<file path="config.mk">
export PLATFORM = sky130hd
export DESIGN_NAME = mem_access_unit
export DESIGN_NICKNAME = d
export VERILOG_FILES = /design/src/rtl/mem_access_pkg.sv /design/src/rtl/load_align.sv /design/src/rtl/mem_access_unit.sv
export SDC_FILE = /design/constraint.sdc
export NUM_CORES = 1
export LEC_CHECK = 0
export ABC_AREA = 1
export CAP_MARGIN = 20
export CORE_MARGIN = 10
export CORE_UTILIZATION = 25
export DETAILED_ROUTE_END_ITERATION = 8
export GPL_TIMING_DRIVEN = 0
export PLACE_DENSITY = 0.52
export SLEW_MARGIN = 5
export SYNTH_ARGS = -nofsm -noshare
export SYNTH_HDL_FRONTEND = slang
export SYNTH_HIERARCHICAL = 1
export SYNTH_SLANG_ARGS = --single-unit
export TNS_END_PERCENT = 50
</file>
<file path="constraint.sdc">
create_clock -name clk -period 1.65 [get_ports clk]
set_input_delay 0.33 -clock clk [delete_from_list [all_inputs] [get_ports clk]]
set_output_delay 0.33 -clock clk [all_outputs]
set_load 0.05 [all_outputs]
</file>
<file path="src/rtl/mem_access_pkg.sv">
// Shared types and helpers for the MEM-stage data-memory access unit.
// Access size is taken from funct3[1:0]: 00 byte, 01 half, 1x word (reserved codes fall into word).
package mem_access_pkg;

   typedef enum logic [1:0] {IDLE, REQ, WAIT_RSP, DONE} state_t;

   localparam logic [2:0] FUNCT3_B  = 3'b000;
   localparam logic [2:0] FUNCT3_H  = 3'b001;
   localparam logic [2:0] FUNCT3_W  = 3'b010;
   localparam logic [2:0] FUNCT3_BU = 3'b100;
   localparam logic [2:0] FUNCT3_HU = 3'b101;

   function automatic logic is_byte(input logic [2:0] f3);
      return f3[1:0] == 2'b00;
   endfunction

   function automatic logic is_half(input logic [2:0] f3);
      return f3[1:0] == 2'b01;
   endfunction

   // Drop the address bits that lie inside the access size.
   function automatic logic [1:0] mask_lo(input logic [2:0] f3, input logic [1:0] a);
      if (is_byte(f3)) return a;
      else if (is_half(f3)) return {a[1], 1'b0};
      else return 2'b00;
   endfunction

   function automatic logic misaligned(input logic [2:0] f3, input logic [1:0] a);
      if (is_byte(f3)) return 1'b0;
      else if (is_half(f3)) return a[0];
      else return a != 2'b00;
   endfunction

   function automatic logic [3:0] store_wstrb(input logic [2:0] f3, input logic [1:0] a);
      if (is_byte(f3)) return 4'b0001 << a;
      else if (is_half(f3)) return a[1] ? 4'b1100 : 4'b0011;
      else return 4'b1111;
   endfunction

   function automatic logic [31:0] store_wdata(input logic [2:0] f3, input logic [31:0] d);
      if (is_byte(f3)) return {4{d[7:0]}};
      else if (is_half(f3)) return {2{d[15:0]}};
      else return d;
   endfunction

endpackage

</file>
<file path="src/rtl/load_align.sv">
// Picks the addressed byte/half out of a read word and sign/zero-extends it.
// Purely combinational; reserved funct3 codes pass the word through.
module load_align
   import mem_access_pkg::*;
(
   input  logic [31:0] word,
   input  logic [1:0]  a,
   input  logic [2:0]  funct3,
   output logic [31:0] data
);

   logic [7:0]  b;
   logic [15:0] h;

   always_comb begin
      case (a)
         2'd0:    b = word[7:0];
         2'd1:    b = word[15:8];
         2'd2:    b = word[23:16];
         default: b = word[31:24];
      endcase
      h = a[1] ? word[31:16] : word[15:0];
      case (funct3)
         FUNCT3_B:  data = {{24{b[7]}}, b};
         FUNCT3_BU: data = {24'h0, b};
         FUNCT3_H:  data = {{16{h[15]}}, h};
         FUNCT3_HU: data = {16'h0, h};
         default:   data = word;
      endcase
   end

endmodule

</file>
<file path="src/rtl/mem_access_unit.sv">
// MEM-stage load/store unit: one access per instruction over a valid/ready data bus.
// Latency: min 3 stall cycles (IDLE, REQ, WAIT_RSP) then one DONE cycle; waits indefinitely on dreq_ready/drsp_valid.
// Backpressure: request payload held stable until accepted; MEM_MISALIGN_TRAP_EN adds misalign_fault and traps misaligned H/W.
module mem_access_unit
   import mem_access_pkg::*;
#(
   parameter int ADDR_W = 32,
   parameter int DATA_W = 32
)(
   input  logic              clk,
   input  logic              reset_n,
   input  logic [ADDR_W-1:0] ALUResultM,
   input  logic [31:0]       WriteDataM,
   input  logic [2:0]        Funct3M,
   input  logic              MemReadM,
   input  logic              MemWriteM,
   output logic              StallM,
   output logic [31:0]       ReadDataM,
   output logic              dreq_valid,
   input  logic              dreq_ready,
   output logic [ADDR_W-1:0] dreq_addr,
   output logic              dreq_we,
   output logic [31:0]       dreq_wdata,
   output logic [3:0]        dreq_wstrb,
   input  logic              drsp_valid,
   input  logic [31:0]       drsp_rdata
`ifdef MEM_MISALIGN_TRAP_EN
   ,
   output logic              misalign_fault
`endif
);

   if (DATA_W != 32) begin : g_bad_data_w
      $error("mem_access_unit: DATA_W must be 32");
   end

   state_t      state;
   logic [1:0]  a_lo_q;
   logic [2:0]  f3_q;
   logic [1:0]  a_lo;
   logic [31:0] load_data;
   logic        access;

   assign access = MemReadM | MemWriteM;
   assign a_lo   = mask_lo(Funct3M, ALUResultM[1:0]);
   assign StallM = (state == IDLE && access) || state == REQ || state == WAIT_RSP;

   load_align u_load_align (
      .word   (drsp_rdata),
      .a      (a_lo_q),
      .funct3 (f3_q),
      .data   (load_data)
   );

   always_ff @(posedge clk or negedge reset_n) begin
      if (!reset_n) begin
         state      <= IDLE;
         ReadDataM  <= '0;
         dreq_valid <= 1'b0;
         dreq_addr  <= '0;
         dreq_we    <= 1'b0;
         dreq_wdata <= '0;
         dreq_wstrb <= '0;
         a_lo_q     <= '0;
         f3_q       <= FUNCT3_W;
`ifdef MEM_MISALIGN_TRAP_EN
         misalign_fault <= 1'b0;
`endif
      end else begin
`ifdef MEM_MISALIGN_TRAP_EN
         misalign_fault <= 1'b0;
`endif
         case (state)
            IDLE: begin
               if (access) begin
`ifdef MEM_MISALIGN_TRAP_EN
                  if (misaligned(Funct3M, ALUResultM[1:0])) begin
                     state          <= DONE;
                     ReadDataM      <= '0;
                     misalign_fault <= 1'b1;
                  end else
`endif
                  begin
                     // A simultaneous read and write is issued as a store.
                     state      <= REQ;
                     dreq_valid <= 1'b1;
                     dreq_addr  <= {ALUResultM[ADDR_W-1:2], 2'b00};
                     dreq_we    <= MemWriteM;
                     dreq_wdata <= store_wdata(Funct3M, WriteDataM);
                     dreq_wstrb <= MemWriteM ? store_wstrb(Funct3M, a_lo) : 4'b0000;
                     a_lo_q     <= a_lo;
                     f3_q       <= Funct3M;
                  end
               end
            end
            REQ: begin
               if (dreq_ready) begin
                  dreq_valid <= 1'b0;
                  state      <= WAIT_RSP;
               end
            end
            WAIT_RSP: begin
               if (drsp_valid) begin
                  ReadDataM <= load_data;
                  state     <= DONE;
               end
            end
            DONE:    state <= IDLE;
            default: state <= IDLE;
         endcase
      end
   end

endmodule

</file>
==> flow_summary.json <==
{
  "htree_levels": 3,
  "die_height_um": 168,
  "gp_congestion": 0.854,
  "clock_skew_ns": 0.0103,
  "min_period_ns": 1.78,
  "synthCells": 755,
  "hold_violations": 0,
  "cp.arrival_ns": 1.45,
  "cts_buffers": 9,
  "synth-edff-count": 0,
  "core.rowCount": 54,
  "setup_viol": 1,
  "finalPower_uw": 18200,
  "yosys_warnings": 6,
  "synth_top_cell_by_area": "dfrtp_1",
  "die_x_um": 168,
  "dr.pass1.iters": 5,
  "yosysSeqAreaShare_pct": 48.9,
  "yosys.area.top_type_share_pct": 48.4,
  "synth.most_common_cell": "nand2_1",
  "dpl.hpwl_um": 16700,
  "synth_top_family_by_area": "simple AND/OR/NAND/NOR gates",
  "cts_buffer_depth": 2,
  "cts-root-buf": "clkbuf_16",
  "synth_common_cells": "nand2_1, dfrtp_1, nand3_1",
  "route.met2.wl_um": 9290,
  "nets": 1101,
  "first_iter_violations": 304,
  "dieArea_um2": 28200,
  "synth-xor-area-share_pct": 0,
  "max_freq_ghz": 0.562,
  "num_antenna_cells": 0,
  "area_growth_pct": 52.6,
  "crit_buf_inv": 3,
  "wl_um": 21700,
  "numClockSinks": 107,
  "hold_class": "in -> reg",
  "overflow": 0,
  "crit_type": "reg -> out",
  "placed_area_um2": 7900,
  "path_cells": "inv_2, ha_4, o21ai_4, buf_8, nand3_4, buf_8",
  "irDropWorstVdd_v": 0.00103,
  "grt_pass1_vias": 5875,
  "drc_errors": 0,
  "top_layer": "met4",
  "finalCritPeriodShare_pct": 108,
  "power_density_nw_per_um2": 2170,
  "drive_gt1_share_pct": 10.5,
  "muxShareOfSynthArea_pct": 0,
  "cts_tree": "built",
  "r2r_slack_ns": 0.07,
  "core_um2": 21700,
  "grt_use_total_pct": 15.2,
  "required_ns": 1.32,
  "port_buffers": 203,
  "slowest_delay_ns": 0.40,
  "cp_common_cell": "buf_8",
  "status": "complete, but fails checks",
  "synth_adder_area_share_pct": 0.914,
  "pre_cts_ws_ns": -1.00,
  "grt_pass1_wl_um": 33800,
  "fin_ws_ns": -0.128,
  "antenna_found_initial": 0,
  "fin_area_um2": 8360,
  "viasPerCell": 4.44,
  "synth_area_leaders": "dfrtp_1, nand2_1, nand3_1",
  "critPathSlowestCell": "dfrtp_1",
  "drv_cap": 0,
  "crit_path_end_kind": "output pin",
  "rsz0062_at_grt": "true",
  "wl_per_cell_um": 17.0,
  "io_pins": 208,
  "wl_met1_um": 9720,
  "route.antenna.remaining_nets": 0,
  "async_reset_ff_share_pct": 100,
  "relSlewSlack_pct": 63.2,
  "startpoint_type": "register",
  "clk_pin_slew_worst_paths_ns": 0.08,
  "slew_viol_final": 0,
  "synth-simple-area-share_pct": 40.5,
  "syn-cell-area_um2": 5480,
  "grt_max_degree": 79,
  "worstMarginPinSlew_ns": 0.554,
  "fin_util_pct": 38.5,
  "initial_utilization_pct": 25.2,
  "violations": "negative setup slack",
  "ys.flop_type": "dfrtp_1",
  "crit_family": "flip-flops",
  "p_leak_uw": 0.00449,
  "clock_latency_ns": 0.36,
  "path_max_fanout": 4,
  "ys_ff_latch": 107,
  "synth-compound-area-share_pct": 2.99,
  "yosysUniqueCellTypes": 24,
  "synth_area_per_cell_um2": 7.25,
  "wl_met3_um": 2420,
  "num_vias": 5662
}
## registers in the layout (all words and copies together), names as in the netlist
| signal | flops |
|---|---|
| dreq_valid | 1 |
| dreq_wdata | 32 |
| f3_q | 3 |
| a_lo_q | 2 |
| state | 2 |
| dreq_addr | 30 |
| ReadDataM | 32 |
| dreq_wstrb | 4 |
| dreq_we | 1 |
## where the power goes
group	switching, uW	total [uW]	internal, uW
clock network	1080	2300	1220
registers	703	4540	3840
logic	7940	11300	3360
## worst register-to-register path: cells and delay by family (launching register included)
kind                       cells  cell delay [ns]
DFF                            1             0.39
adders and majority gates      1             0.16
and+or+nand+nor                2             0.27
buffers and inverters          4             0.70
## final cells by class
| cell class | instances | area, um2 |
|---|---|---|
| plain buffers | 42 | 289 |
| clock buffers | 10 | 239 |
| clock inverters | 5 | 60.1 |
| fillers | 2344 | 13300 |
| inverters | 24 | 105 |
| multi-input cells | 582 | 2510 |
| flip-flops and latches | 107 | 2680 |
| well taps | 280 | 350 |
| repair buffers | 226 | 2120 |
## layer usage
layer,global-route usage [%],vias to the layer above
met3,6.73,15
met1,19.4,2597
met5,0,-
li1,-,2834
met4,3.90,0
met2,22.8,216
## kinds of logic (layout without fill, tap and decap cells)
group / count (synthesis) / after routing
buffers and inverters: 67 / 307
flip-flops: 107 / 107
adder cells (fa/ha/maj): 4 / 4
AO/OA/AOI/OAI: 30 / 30
AND/OR/NAND/NOR: 546 / 546
other: 1 / 2
## worst paths after layout
check | from | cells past startpoint | endpoint
setup / recovery | state[1] | 6 | StallM
hold / removal | Funct3M[0] | 3 | f3_q[0]
setup reg to reg | state[0] | 7 | ReadDataM[29]
hold reg to reg | ReadDataM[19] | 2 | ReadDataM[19]
max in group asynchronous | reset_n | 3 | a_lo_q[1]
min in group asynchronous | reset_n | 2 | ReadDataM[29]
## stage by stage
stage | instances | TNS, ns | hold slack (ns)
5_1_grt | 1276 | -0.190 | 0.298
6_report | 1276 | -0.128 | 0.291
3_3_place_gp | 1239 | -469.54 | 0.456
3_5_place_dp | 1240 | -13.87 | 0.232
4_1_cts | 1261 | -0.380 | 0.282
2_1_floorplan | 756 | 0 | 0.0344
## what timing repair did
item	4_1_cts	5_1_grt
hold buffers	1	0
endpoints found under the setup margin	129	60
gates resized for setup	117	61
setup buffers	5	16
pin swaps	1	5
hold endpoints to repair	29	0
## placed cells by master (no fill, tap or decap), types with 2 or more instances in the layout
cell type | synthesis | routed
ha_1 | 4 | 3
clkdlybuf4s15_1 | 0 | 16
conb_1 | 1 | 2
clkbuf_2 | 0 | 7
clkdlybuf4s50_1 | 0 | 101
nand2_2 | 2 | 2
nor2_1 | 37 | 33
nand3_4 | 1 | 3
inv_4 | 0 | 2
buf_6 | 9 | 9
nor2_2 | 1 | 4
buf_4 | 5 | 26
dfrtp_1 | 106 | 105
dlygate4sd2_1 | 0 | 79
clkinv_4 | 0 | 2
clkbuf_4 | 0 | 4
clkbuf_1 | 11 | 8
o21ai_0 | 25 | 25
nand3_1 | 91 | 90
clkbuf_16 | 0 | 9
buf_8 | 0 | 3
inv_2 | 3 | 3
inv_1 | 21 | 17
buf_2 | 18 | 12
nand2_1 | 407 | 405
nor2_4 | 1 | 2
inv_6 | 0 | 2
nand4_1 | 2 | 2
nand3_2 | 3 | 2
nand2_4 | 0 | 2
o211ai_1 | 3 | 3
Power figures use the tool's default switching activity.
